<file path="config.mk">
export PLATFORM = sky130hd
export DESIGN_NAME = memstream_read_scheduler
export DESIGN_NICKNAME = d
export VERILOG_FILES = /design/src/rtl/memstream_sched_pkg.sv /design/src/rtl/memstream_rr_arbiter.sv /design/src/rtl/memstream_read_scheduler.sv
export SDC_FILE = /design/constraint.sdc
export NUM_CORES = 1
export LEC_CHECK = 0
export CAP_MARGIN = 10
export CELL_PAD_IN_SITES_DETAIL_PLACEMENT = 1
export CELL_PAD_IN_SITES_GLOBAL_PLACEMENT = 1
export CORE_ASPECT_RATIO = 1.1
export CORE_MARGIN = 4
export CORE_UTILIZATION = 53
export DETAILED_ROUTE_END_ITERATION = 6
export DONT_BUFFER_PORTS = 1
export PLACE_DENSITY_LB_ADDON = 0.25
export SYNTH_ARGS = -nofsm -noshare
export SYNTH_HDL_FRONTEND = slang
export SYNTH_SLANG_ARGS = --single-unit
</file>
<file path="constraint.sdc">
create_clock -name aclk -period 6.9 [get_ports aclk]
set_clock_uncertainty 0.15 [all_clocks]
set_input_delay 1.725 -clock aclk [delete_from_list [all_inputs] [get_ports aclk]]
set_output_delay 1.725 -clock aclk [all_outputs]
set_load 0.03 [all_outputs]
</file>
<file path="src/rtl/memstream_sched_pkg.sv">
// Shared types and helpers for the weight-memory read scheduler.
package memstream_sched_pkg;

  localparam int MAX_STREAMS = 6;
  localparam int STRM_ID_W   = 3;

  typedef enum logic [1:0] {
    RUN   = 2'd0,
    DRAIN = 2'd1,
    CFG   = 2'd2
  } sched_state_e;

  // Picks the per-stream value (offset or depth) for stream idx out of the flat parameter list.
  function automatic int strm_param(input int idx, input int p0, input int p1, input int p2,
                                    input int p3, input int p4, input int p5);
    case (idx)
      0:       return p0;
      1:       return p1;
      2:       return p2;
      3:       return p3;
      4:       return p4;
      default: return p5;
    endcase
  endfunction

endpackage

</file>
<file path="src/rtl/memstream_rr_arbiter.sv">
// Rotating-priority picker: the first requester at or after rr_ptr wins, wrapping modulo NSTREAMS.
module memstream_rr_arbiter
  import memstream_sched_pkg::*;
#(
  parameter int NSTREAMS = 4
) (
  input  logic [NSTREAMS-1:0]  req,
  input  logic [STRM_ID_W-1:0] rr_ptr,
  output logic [NSTREAMS-1:0]  gnt,
  output logic [STRM_ID_W-1:0] gnt_id,
  output logic                 any
);

  // First pass scans streams at/after rr_ptr, second pass wraps around to those before it.
  always_comb begin
    any    = 1'b0;
    gnt_id = '0;
    for (int j = 0; j < NSTREAMS; j++) begin
      if (!any && req[j] && (STRM_ID_W'(j) >= rr_ptr)) begin
        any    = 1'b1;
        gnt_id = STRM_ID_W'(j);
      end
    end
    for (int j = 0; j < NSTREAMS; j++) begin
      if (!any && req[j]) begin
        any    = 1'b1;
        gnt_id = STRM_ID_W'(j);
      end
    end
  end

  // Expand the winning id into a one-hot grant vector.
  always_comb begin
    gnt = '0;
    for (int j = 0; j < NSTREAMS; j++) begin
      gnt[j] = any && (gnt_id == STRM_ID_W'(j));
    end
  end

endmodule

</file>
<file path="src/rtl/memstream_read_scheduler.sv">
// Shares the single memory read port among the output streams round-robin, tags returned
// data with its stream id after the fixed memory latency, and quiesces the port for config.
//
// Config handshake: cfg_req is a level request; cfg_gnt rises only once no read is left in
// flight and stays high until cfg_req drops. While cfg_gnt is high no read is issued. After
// cfg_req drops, cfg_gnt falls on the next cycle and reads resume the cycle after that.
module memstream_read_scheduler
  import memstream_sched_pkg::*;
#(
  parameter int NSTREAMS     = 4,
  parameter int ADDR_WIDTH   = 14,
  parameter int MEM_LATENCY  = 2,
  parameter int STRM0_OFFSET = 0,
  parameter int STRM1_OFFSET = 2304,
  parameter int STRM2_OFFSET = 4608,
  parameter int STRM3_OFFSET = 6912,
  parameter int STRM4_OFFSET = 9216,
  parameter int STRM5_OFFSET = 11520,
  parameter int STRM0_DEPTH  = 2304,
  parameter int STRM1_DEPTH  = 2304,
  parameter int STRM2_DEPTH  = 2304,
  parameter int STRM3_DEPTH  = 2304,
  parameter int STRM4_DEPTH  = 2304,
  parameter int STRM5_DEPTH  = 2304
) (
  input  logic                  aclk,
  input  logic                  aresetn,
  input  logic [NSTREAMS-1:0]   strm_afull,
  input  logic                  restart,
  input  logic                  cfg_req,
  output logic                  cfg_gnt,
  output logic                  mem_rd_en,
  output logic [ADDR_WIDTH-1:0] mem_rd_addr,
  output logic [NSTREAMS-1:0]   rdata_vld,
  output logic [NSTREAMS-1:0]   strm_wrap,
  output sched_state_e          dbg_state
);

  if (NSTREAMS < 1 || NSTREAMS > MAX_STREAMS) begin : g_bad_nstreams
    $error("memstream_read_scheduler: NSTREAMS must be 1..6");
  end
  if (MEM_LATENCY < 1 || MEM_LATENCY > 4) begin : g_bad_latency
    $error("memstream_read_scheduler: MEM_LATENCY must be 1..4");
  end

  sched_state_e                             state_q;
  logic                                     cfg_gnt_q;
  logic                                     hold_q;     // blocks grants for one cycle after reset or CFG exit
  logic [STRM_ID_W-1:0]                     rr_q;
  logic [NSTREAMS-1:0]                      arb_gnt;
  logic [NSTREAMS-1:0]                      gnt;
  logic [STRM_ID_W-1:0]                     arb_id;
  logic                                     arb_any;
  logic                                     grant_en;
  logic [NSTREAMS-1:0][ADDR_WIDTH-1:0]      addr_sel;
  logic [MEM_LATENCY-1:0]                   vld_q;
  logic [MEM_LATENCY-1:0][STRM_ID_W-1:0]    id_q;
  logic                                     pipe_busy;

  memstream_rr_arbiter #(.NSTREAMS(NSTREAMS)) u_arb (
    .req    (~strm_afull),
    .rr_ptr (rr_q),
    .gnt    (arb_gnt),
    .gnt_id (arb_id),
    .any    (arb_any)
  );

  assign grant_en  = (state_q == RUN) && !hold_q && !restart;
  assign mem_rd_en = grant_en && arb_any;
  assign gnt       = arb_gnt & {NSTREAMS{grant_en}};
  assign cfg_gnt   = cfg_gnt_q;
  assign dbg_state = state_q;

  for (genvar i = 0; i < NSTREAMS; i++) begin : g_strm
    localparam int OFF = strm_param(i, STRM0_OFFSET, STRM1_OFFSET, STRM2_OFFSET,
                                    STRM3_OFFSET, STRM4_OFFSET, STRM5_OFFSET);
    localparam int DEP = strm_param(i, STRM0_DEPTH, STRM1_DEPTH, STRM2_DEPTH,
                                    STRM3_DEPTH, STRM4_DEPTH, STRM5_DEPTH);
    localparam logic [ADDR_WIDTH-1:0] OFF_A  = ADDR_WIDTH'(OFF);
    localparam logic [ADDR_WIDTH-1:0] LAST_A = ADDR_WIDTH'(OFF + DEP - 1);

    if (DEP < 1 || (longint'(OFF) + longint'(DEP)) > (longint'(1) << ADDR_WIDTH)) begin : g_bad_range
      $error("memstream_read_scheduler: stream range must have depth >= 1 and fit in ADDR_WIDTH");
    end

    logic [ADDR_WIDTH-1:0] ptr_q;
    logic [ADDR_WIDTH-1:0] ptr_d;
    logic                  at_last;

    assign at_last      = (ptr_q == LAST_A);
    assign addr_sel[i]  = gnt[i] ? ptr_q : '0;
    assign strm_wrap[i] = gnt[i] && at_last;

    // Rewind on restart; advance on grant, returning to the base after the last word.
    always_comb begin
      ptr_d = ptr_q;
      if (restart) begin
        ptr_d = OFF_A;
      end else if (gnt[i]) begin
        ptr_d = at_last ? OFF_A : ptr_q + ADDR_WIDTH'(1);
      end
    end

    // Per-stream read pointer register.
    always_ff @(posedge aclk or negedge aresetn) begin
      if (!aresetn) ptr_q <= OFF_A;
      else          ptr_q <= ptr_d;
    end
  end

  // Only the granted stream contributes a non-zero address, so an OR merge acts as the mux.
  always_comb begin
    mem_rd_addr = '0;
    for (int j = 0; j < NSTREAMS; j++) begin
      mem_rd_addr = mem_rd_addr | addr_sel[j];
    end
  end

  // Round-robin pointer moves just past the stream that was granted.
  always_ff @(posedge aclk or negedge aresetn) begin
    if (!aresetn) begin
      rr_q <= '0;
    end else if (restart) begin
      rr_q <= '0;
    end else if (mem_rd_en) begin
      rr_q <= (arb_id == STRM_ID_W'(NSTREAMS - 1)) ? '0 : arb_id + STRM_ID_W'(1);
    end
  end

  // Return-path shift register of {valid, id}; reads in flight are never cancelled except by reset.
  always_ff @(posedge aclk or negedge aresetn) begin
    if (!aresetn) begin
      vld_q <= '0;
      id_q  <= '0;
    end else begin
      vld_q[0] <= mem_rd_en;
      id_q[0]  <= arb_id;
      for (int k = 1; k < MEM_LATENCY; k++) begin
        vld_q[k] <= vld_q[k-1];
        id_q[k]  <= id_q[k-1];
      end
    end
  end

  // The last stage delivers this cycle, so only earlier stages keep the port busy.
  always_comb begin
    pipe_busy = 1'b0;
    for (int k = 0; k < MEM_LATENCY - 1; k++) begin
      pipe_busy = pipe_busy | vld_q[k];
    end
  end

  // Decode the last stage into a one-hot data-valid tag.
  always_comb begin
    rdata_vld = '0;
    for (int j = 0; j < NSTREAMS; j++) begin
      rdata_vld[j] = vld_q[MEM_LATENCY-1] && (id_q[MEM_LATENCY-1] == STRM_ID_W'(j));
    end
  end

  // Port-ownership FSM with registered cfg_gnt.
  always_ff @(posedge aclk or negedge aresetn) begin
    if (!aresetn) begin
      state_q   <= RUN;
      cfg_gnt_q <= 1'b0;
      hold_q    <= 1'b1;
    end else begin
      hold_q <= 1'b0;
      case (state_q)
        RUN: begin
          if (cfg_req) state_q <= DRAIN;
        end
        DRAIN: begin
          if (!pipe_busy) begin
            if (cfg_req) begin
              state_q   <= CFG;
              cfg_gnt_q <= 1'b1;
            end else begin
              state_q <= RUN;
            end
          end
        end
        CFG: begin
          if (!cfg_req) begin
            state_q   <= RUN;
            cfg_gnt_q <= 1'b0;
            hold_q    <= 1'b1;
          end
        end
        default: begin
          state_q   <= RUN;
          cfg_gnt_q <= 1'b0;
        end
      endcase
    end
  end

endmodule

</file>
==> results of run 1 <==
[layout by cell type (no fill, tap or decap), drive strengths merged, types with 10 or more instances in the layout]
| cell | count |
|---|---|
| nand4 | 22 |
| a21oi | 36 |
| and4 | 11 |
| or3 | 16 |
| clkbuf | 10 |
| nor4 | 10 |
| inv | 18 |
| dfrtp | 59 |
| and3 | 14 |
| a22oi | 28 |
| nand2 | 27 |
| o21ai | 15 |
| nor3 | 13 |
| nor2 | 22 |
| nand3 | 32 |
| a31oi | 27 |
[state kept, by name, indices dropped and copies added, names as in the netlist]
name,cells
g_strm.ptr_q,56
rr_q,2
hold_q,1
vld_q,2
id_q,4
cfg_gnt,1
dbg_state,2
[path summary, 6_finish.rpt]
path	start	to	slack (ns)	depth (start not counted)
setup / recovery	strm_afull[0]	strm_wrap[3]	0.91	9
hold / removal	id_q[1]	id_q[4]	0.21	0
setup reg to reg	rr_q[1]	g_strm[3].ptr_q[10]	3.52	9
hold reg to reg	id_q[1]	id_q[4]	0.21	0
max in group asynchronous	aresetn	g_strm[1].ptr_q[8]	5.48	0
min in group asynchronous	aresetn	g_strm[2].ptr_q[5]	0.91	0
[power by group through the flow]
stage	registers (mW)	logic (mW)	clock network [mW]
after global placement	0.518	0.331	0
after floorplan	0.490	0.293	0
after detailed placement	0.522	0.349	0
after global routing	0.522	0.386	0.329
after CTS	0.514	0.352	0.309
final	0.515	0.355	0.303
[per-layer routing]
metal,GRT usage,vias to the layer above,share of wire
met5,0,-,0
met4,0.0789,0,0.010
met3,0.0533,17,0.064
met2,0.468,121,0.50
met1,0.390,2102,0.43
li1,-,1868,-
[kinds of logic (layout without fill, tap and decap cells)]
| family | count (synthesis) | after routing |
|---|---|---|
| flops | 68 | 68 |
| buf+inv | 49 | 38 |
| compound gates | 145 | 145 |
| fa+ha+maj | 8 | 8 |
| simple gates | 204 | 204 |
| mux | 6 | 6 |
| xor+xnor | 7 | 7 |
[per-stage QoR]
| step | power [mW] | util | hold slack, ns | cell area, um^2 | setup slack (ns) |
|---|---|---|---|---|---|
| floorplan | 0.783 | - | 0.181 | 4320 | 1.32 |
| global placement | 0.849 | 0.549 | 0.186 | 4340 | 1.15 |
| detailed placement | 0.871 | 0.549 | 0.190 | 4340 | 0.983 |
| CTS | 1.18 | 0.571 | 0.215 | 4520 | 0.909 |
| global route | 1.24 | 0.571 | 0.230 | 4520 | 0.730 |
| finish | 1.17 | 0.571 | 0.208 | 4520 | 0.907 |
[critical path, stage by stage]
cell,delay [ns]
nand2b_1,0.07
a21boi_0,0.08
o21ai_0,0.30
o21a_1,0.27
ha_1,0.58
nor4b_2,0.49
nand2_2,0.22
nor3_1,0.19
buf_4,0.19
[layout make-up]
type / count / area (um^2)
Clock buffer: 10 / 138
Clock inverter: 6 / 40.0
Fill cell: 919 / 3390
Inverter: 18 / 67.6
Multi-Input combinational cell: 370 / 2400
Sequential cell: 68 / 1710
Tap cell: 108 / 135
Timing Repair Buffer: 4 / 30.0
==> run_results.csv, run 1 <==
group,metric,value,unit
power,p_sw,0.487,mW
worst_setup_path,critPathKind,"input pin to primary output",
global_route,grt_max_degree,69,
power,power_density,259,nW/um^2
placement,gp_congestion,0.857,
logic_synthesis,synth_top_area_share,0.342,
timing,rsz0062_at_grt,"no",
clock_network,root_buffer,"clkbuf_8",
floorplanning,die-area,9660,um^2
final_layout,drive_above_1_share,0.0882,
placement,dp_hpwl,9.41,mm
timing,period_needed,5.99,ns
worst_setup_path,startpoint_type,"input pin",
clock_network,cts_resized,0,
clock_network,cts_sinks,68,
timing,final-hold-violation-count,0,
global_route,grt_pass1_vias,4140,
logic_synthesis,ys_warn_count,0,
routing,drt.antenna.violating_nets,0,
job,max_cap_violations,0,
clock_network,numCtsBuffers,9,
timing,slew_headroom,0.357,
logic_synthesis,synth_xor_area_frac,0.0142,
final_layout,stdcell_count,584,
floorplanning,io-pin-count,34,
floorplanning,initial_core_util,0.546,
logic_synthesis,yosysMostFrequentCell,"dfrtp_1",
routing,routed_wl,13.1,mm
clock_network,clock_latency,0.35,ns
placement,port_buffers,0,
logic_synthesis,synth_area_per_cell,8.87,um^2
logic_synthesis,yosysSeqAreaShare,0.396,
power,irDropWorstVdd,0.199,mV
power,p_int,0.685,mW
power,seqPwrFrac,0.439,
logic_synthesis,yosysTopAreaCell,"dfrtp_1",
logic_synthesis,synth.distinct_cells,64,
clock_network,tritoncts,"built",
final_layout,nets,487,
logic_synthesis,syn-num-nets,503,
logic_synthesis,synth_mux_area_frac,0.0139,
min_path,hold_class,"register to register",
clock_network,clk_pin_slew_worst_paths,0.08,ns
global_route,grt_overflow,0,
run_status,status,"complete, no violations",
routing,drtIter0Drc,316,
logic_synthesis,yosys.area_share.adder,0.0232,
clock_network,hold_buffers,0,
routing,first_pass_iters,5,
logic_synthesis,synth_top_flop_cell,"dfrtp_1",
routing,routed_via_density,7.03,
floorplanning,core,7910,um^2
logic_synthesis,synth_edf_count,0,
worst_setup_path,setup.worst_path.end_class,"primary output",
worst_setup_path,arrival,4.12,ns
power,p_leak,1.69,nW
clock_network,cts_buffer_depth,2,
logic_synthesis,synth_compound_gate_area_share,0.222,
routing,vias,4108,
placement,placed_cells,568,
clock_network,postCtsSetupBuffers,0,
logic_synthesis,synth-simple-area-share,0.281,
logic_synthesis,ys_ff_latch,68,
logic_synthesis,yosys-top-cells-area,"dfrtp_1, dfstp_2, a22oi_1, a21oi_1, a31oi_1",
logic_synthesis,synth_top_family_by_area,"simple AND/OR/NAND/NOR gates",
floorplanning,die_h,103,um
timing,worst_pin_slew,0.963,ns
floorplanning,rows,34,
timing,finalSetupTns,0,ns
clock_network,cts-htree-levels,3,
timing,final-setup-viol-count,0,
timing,period_share,0.869,
logic_synthesis,mappedNetlistArea,4320,um^2
global_route,antenna_found_initial,0,
final_layout,antenna_cells,0,
logic_synthesis,async_reset_ff_frac,1.00,
power,power_frac_comb,0.303,
final_layout,area_growth,4.66,%
logic_synthesis,netlist_top_cells_count,"dfrtp_1, a21oi_1, nand3_1, a22oi_1, a31oi_1",
routing,routedWlPerCell,22.4,um
worst_setup_path,crit_fanout,16,
global_route,grtUsageTotal,0.285,
power,p_clk_frac,0.259,
timing,fmax,167,MHz
routing,drc,0,
floorplanning,die_w,94.1,um
power,swShare,0.416,
worst_setup_path,required,5.03,ns
logic_synthesis,synthCells,487,
timing,timing.final.max_slew_violations,0,
global_route,grt_pass1_wl,21.7,mm
Note: power is estimated with default switching activity, not from simulation.
==> run 2, diff against run 1 <==
--- a/config.mk
+++ b/config.mk
@@ -13,7 +13,7 @@
 export CORE_UTILIZATION = 53
 export DETAILED_ROUTE_END_ITERATION = 6
 export DONT_BUFFER_PORTS = 1
-export PLACE_DENSITY_LB_ADDON = 0.25
+export PLACE_DENSITY_LB_ADDON = 0.12
 export SYNTH_ARGS = -nofsm -noshare
 export SYNTH_HDL_FRONTEND = slang
 export SYNTH_SLANG_ARGS = --single-unit
==> run 2 against run 1 <==
Non-clock buffer count did not move. Total power rose by 0.73%. Via count rose by 1.8%. Global-route usage rose by 0.48 points. Critical path type unchanged. Largest power group unchanged.
==> run_results.csv, run 2 (synthesis results as in run 1) <==
group,metric,value,unit
run_status,status,"complete, no violations",
final_layout,final_common_cell,"dfrtp_1",
global_route,grt_pass1_wl,22.0,mm
final_layout,largest_register_ffs,56,
job,max_cap_violations,0,
final_layout,fillCellCount,950,
clock_network,tritoncts,"built",
floorplanning,die_w,94.1,um
clock_network,root_buffer,"clkbuf_8",
final_layout,largest_register,"g_strm.ptr_q",
final_layout,final_cell_mix,"dfrtp_1, a21oi_1, nand3_1",
clock_network,numCtsBuffers,9,
timing,worst_slack,0.988,ns
floorplanning,core,7910,um^2
worst_setup_path,r2r-end,"g_strm[0].ptr_q[10]",
routing,routed_via_density,7.17,
clock_network,postCtsSetupBuffers,0,
final_layout,fin_area,4510,um^2
worst_setup_path,r2r_start,"rr_q[0]",
routing,drtIter0Drc,382,
global_route,antenna_found_initial,0,
final_layout,area_growth,4.46,%
final_layout,seq_area,1710,um^2
clock_network,clock_latency,0.35,ns
clock_network,cts_resized,0,
timing,final-setup-viol-count,0,
clock_network,cts_sinks,68,
routing,first_pass_iters,5,
floorplanning,rows,34,
timing,worst_pin_slew,1.01,ns
final_layout,antenna_cells,0,
min_path,hp-start,"id_q[1]",
timing,fmax,169,MHz
worst_setup_path,startpoint_type,"input pin",
worst_setup_path,arrival,4.04,ns
floorplanning,initial_core_util,0.546,
placement,placed_area,4340,um^2
placement,dp_hpwl,9.40,mm
worst_setup_path,critPathSlowestCell,"ha_1",
final_layout,drive_above_1_share,0.0821,
placement,preCtsSetupSlack,1.04,ns
timing,period_needed,5.91,ns
clock_network,clk_pin_slew_worst_paths,0.07,ns
final_layout,nets,487,
global_route,grt_max_degree,69,
routing,drt.antenna.violating_nets,0,
final_layout,multi_input_area,2400,um^2
min_path,whs_path_depth,0,
global_route,grt_overflow,0,
worst_setup_path,path_buf_inv,1,
worst_setup_path,r2r_slack,3.52,ns
timing,final-hold-violation-count,0,
floorplanning,die_h,103,um
routing,routedWlPerCell,23.1,um
routing,routed_wl,13.5,mm
final_layout,reg.largest.list,"g_strm.ptr_q x56, id_q x4",
worst_setup_path,required,5.03,ns
min_path,hold_class,"register to register",
timing,slew_headroom,0.327,
power,p_leak,1.70,nW
power,irDropWorstVdd,0.214,mV
worst_setup_path,critPathTopFamily,"simple AND/OR/NAND/NOR gates",
placement,port_buffers,0,
worst_setup_path,crit_fanout,16,
worst_setup_path,critical_path.cell_chain,"nand2b_1, a21boi_0, o21ai_0, o21a_1, ha_1, nor4b_2, nand2_2, nor3_1, buf_4",
timing,finalSetupTns,0,ns
clock_network,cts_buffer_depth,2,
timing,rsz0062_at_grt,"no",
timing,holdWs,0.202,ns
global_route,grt_pass1_vias,4194,
timing,period_share,0.857,
worst_setup_path,slowest_delay,0.56,ns
floorplanning,io-pin-count,34,
min_path,min_to,"id_q[4]",
clock_network,cts-htree-levels,3,
power,power_density,262,nW/um^2
routing,vias,4182,
worst_setup_path,critPathKind,"input pin to primary output",
clock_network,hold_buffers,0,
placement,gp_congestion,0.845,
worst_setup_path,setup.worst_path.end_class,"primary output",
worst_setup_path,rr_worst_depth,8,
global_route,grtUsageTotal,0.290,
floorplanning,die-area,9660,um^2
routing,drc,0,
timing,timing.final.max_slew_violations,0,
## run 2: metrics by stage
step | cells | power [mW] | util
finish | 583 | 1.18 | 0.570
global route | 583 | 1.24 | 0.570
CTS | 583 | 1.18 | 0.570
detailed placement | 568 | 0.872 | 0.549
global placement | 568 | 0.851 | 0.549
floorplan | 487 | 0.783 | -
## run 2: area by class of cell
| type | instances | share of cell area |
|---|---|---|
| repair buffers | 4 | 0.00665 |
| clock buffers | 13 | 0.0352 |
| flip-flops and latches | 68 | 0.380 |
| multi-input cells | 370 | 0.531 |
| inverters | 18 | 0.0150 |
| clock inverters | 2 | 0.00222 |
| well taps | 108 | 0.0299 |
## run 2: metal layers
metal | global-route usage | part of all wire | vias to the layer above
met5 | 0 | 0 | -
met4 | 0.0989 | 0.014 | 0
met2 | 0.485 | 0.49 | 172
met3 | 0.0599 | 0.080 | 25
li1 | - | - | 1870
met1 | 0.377 | 0.42 | 2115
## run 2: power by group
| group | total [mW] | switching, mW | internal (mW) |
|---|---|---|---|
| registers | 0.516 | 0.0770 | 0.439 |
| clock network | 0.310 | 0.162 | 0.148 |
| logic | 0.355 | 0.248 | 0.107 |
| total | 1.18 | 0.488 | 0.693 |
## run 2: worst max-delay path by stage
stage	start	endpoint	slack, ns	cells past startpoint
2_1_floorplan	strm_afull[0]	mem_rd_addr[10]	1.32	8
3_3_place_gp	strm_afull[0]	strm_wrap[2]	1.13	7
3_5_place_dp	strm_afull[0]	strm_wrap[3]	1.04	9
4_1_cts	strm_afull[0]	strm_wrap[3]	1.02	9
5_1_grt	strm_afull[2]	strm_wrap[3]	0.82	9
6_report	strm_afull[0]	strm_wrap[3]	0.99	9
==> run 3, diff against run 2 <==
==> constraint.sdc (replaced) <==
create_clock -name aclk -period 6.9 [get_ports aclk]
set_clock_uncertainty 0.15 [all_clocks]
set_input_delay 1.725 -clock aclk [delete_from_list [all_inputs] [get_ports aclk]]
set_output_delay 1.725 -clock aclk [all_outputs]
set_load 0.05 [all_outputs]
==> run 3 against run 2 <==
First-iteration DRC count decreased by 20%. Count of clock-buffer cells in the layout down 3. Total power up 3.6%. Die area unchanged. Flip-flop and latch count unchanged. Core utilization rose by 1.8 points.
==> run_results.csv, run 3 (synthesis results as in run 1) <==
group,metric,value,unit
global_route,grtUsageTotal,0.299,
worst_setup_path,critical_path.cell_chain,"or2_2, a21oi_1, a221o_1, inv_1, ha_1, nor4b_2, nand2_2, nor3_2, buf_4",
timing,finalSetupTns,0,ns
power,swShare,0.433,
timing,timing.final.max_slew_violations,0,
routing,vias,4240,
floorplanning,rows,34,
final_layout,largest_register_ffs,56,
routing,drt.antenna.violating_nets,0,
power,p_leak,1.78,nW
routing,drtIter0Drc,306,
min_path,hold_class,"register to register",
global_route,antenna_found_initial,0,
clock_network,root_buffer,"clkbuf_8",
power,irDropWorstVdd,0.199,mV
final_layout,nets,503,
placement,placed_cells,584,
job,max_cap_violations,0,
placement,preCtsSetupSlack,1.11,ns
final_layout,largest_register,"g_strm.ptr_q",
timing,slew_headroom,0.379,
routing,first_pass_iters,5,
global_route,grt_overflow,0,
timing,worst_pin_slew,0.927,ns
power,p_int,0.694,mW
timing,final-setup-viol-count,0,
placement,gp_congestion,0.879,
placement,dp_hpwl,9.49,mm
timing,worst_slack,1.06,ns
timing,fmax,171,MHz
global_route,grt_pass1_vias,4367,
clock_network,clk_pin_slew_worst_paths,0.08,ns
final_layout,fin_area,4650,um^2
global_route,grt_max_degree,69,
global_route,grt_pass1_wl,22.9,mm
power,power_density,263,nW/um^2
power,power_frac_comb,0.318,
worst_setup_path,critPathSlowestCell,"ha_1",
clock_network,cts_buffer_depth,2,
timing,final-hold-violation-count,0,
worst_setup_path,slowest_delay,0.54,ns
floorplanning,die-area,9660,um^2
final_layout,reg.largest.list,"g_strm.ptr_q x56, id_q x4",
clock_network,tritoncts,"built",
placement,placed_area,4470,um^2
worst_setup_path,arrival,3.96,ns
routing,routed_via_density,7.07,
final_layout,final_cell_mix,"dfrtp_1, a21oi_1, nand3_1",
clock_network,hold_buffers,0,
clock_network,numCtsBuffers,9,
floorplanning,initial_core_util,0.546,
floorplanning,core,7910,um^2
final_layout,final_common_cell,"dfrtp_1",
placement,port_buffers,0,
final_layout,fillCellCount,968,
clock_network,cts-htree-levels,3,
floorplanning,die_h,103,um
clock_network,cts_resized,0,
final_layout,antenna_cells,0,
timing,rsz0062_at_grt,"no",
worst_setup_path,critPathKind,"input pin to primary output",
worst_setup_path,crit_fanout,16,
run_status,status,"complete, no violations",
clock_network,postCtsSetupBuffers,0,
final_layout,stdcell_count,600,
power,p_sw,0.530,mW
routing,routed_wl,13.7,mm
timing,period_needed,5.84,ns
clock_network,clock_latency,0.36,ns
final_layout,final_core_util,0.588,
timing,period_share,0.846,
power,seqPwrFrac,0.430,
final_layout,drive_above_1_share,0.122,
final_layout,multi_input_area,2410,um^2
final_layout,area_growth,7.67,%
final_layout,seq_area,1710,um^2
worst_setup_path,startpoint_type,"input pin",
clock_network,cts_sinks,68,
worst_setup_path,required,5.03,ns
routing,drc,0,
floorplanning,die_w,94.1,um
power,p_clk_frac,0.252,
worst_setup_path,setup.worst_path.end_class,"primary output",
routing,routedWlPerCell,22.8,um
floorplanning,io-pin-count,34,
## run 3: cell types whose count changed in the layout (fill, tap and decap cells not counted)
cell	before	now
buf_4	4	20
clkbuf_1	2	0
clkbuf_8	11	10
clkinvlp_4	0	4
nor3_1	11	10
nor3_2	1	2
nor3b_1	4	3
nor3b_2	0	1
## run 3: layout make-up
class,count,area share
clock inverters,6,0.00861
clock buffers,10,0.0296
repair buffers,20,0.0323
well taps,108,0.0290
multi-input cells,370,0.518
inverters,18,0.0145
flip-flops and latches,68,0.368
## run 3: final timing paths
| path | start | endpoint | slack (ns) | cells past startpoint |
|---|---|---|---|---|
| worst max-delay path | strm_afull[0] | strm_wrap[3] | 1.06 | 9 |
| worst min-delay path | id_q[1] | id_q[4] | 0.22 | 0 |
| worst max register to register | rr_q[0] | g_strm[0].ptr_q[3] | 3.55 | 8 |
| worst min register to register | id_q[1] | id_q[4] | 0.22 | 0 |
| max in group asynchronous | aresetn | g_strm[1].ptr_q[8] | 5.50 | 0 |
| min in group asynchronous | aresetn | g_strm[2].ptr_q[5] | 0.90 | 0 |
## run 3: metal layers
metal	global-route usage	vias to the layer above	routed length, um
met5	0	-	0
met4	0.0789	0	208
met3	0.0584	27	863
met2	0.506	174	6730
met1	0.396	2153	5890
li1	-	1886	-
## run 3: worst max-delay path: cells and delay by family
family	cells	cell delay [ns]
AOI/OAI and AO/OA	2	0.36
adders and majority gates	1	0.54
buffers and inverters	2	0.36
and+or+nand+nor	4	0.97
## run 3: power by group through the flow
stage / clock [mW] / sequential [mW] / combinational (mW)
4_1_cts: 0.310 / 0.527 / 0.382
3_5_place_dp: 0 / 0.534 / 0.379
2_1_floorplan: 0 / 0.501 / 0.315
6_report: 0.308 / 0.526 / 0.389
3_3_place_gp: 0 / 0.532 / 0.367
5_1_grt: 0.327 / 0.535 / 0.422
## run 3: through the flow
step           hold slack [ns]  power [mW]
6_report                 0.215        1.22
5_1_grt                  0.226        1.28
4_1_cts                  0.217        1.22
3_5_place_dp             0.200       0.913
3_3_place_gp             0.231       0.899
2_1_floorplan            0.181       0.816
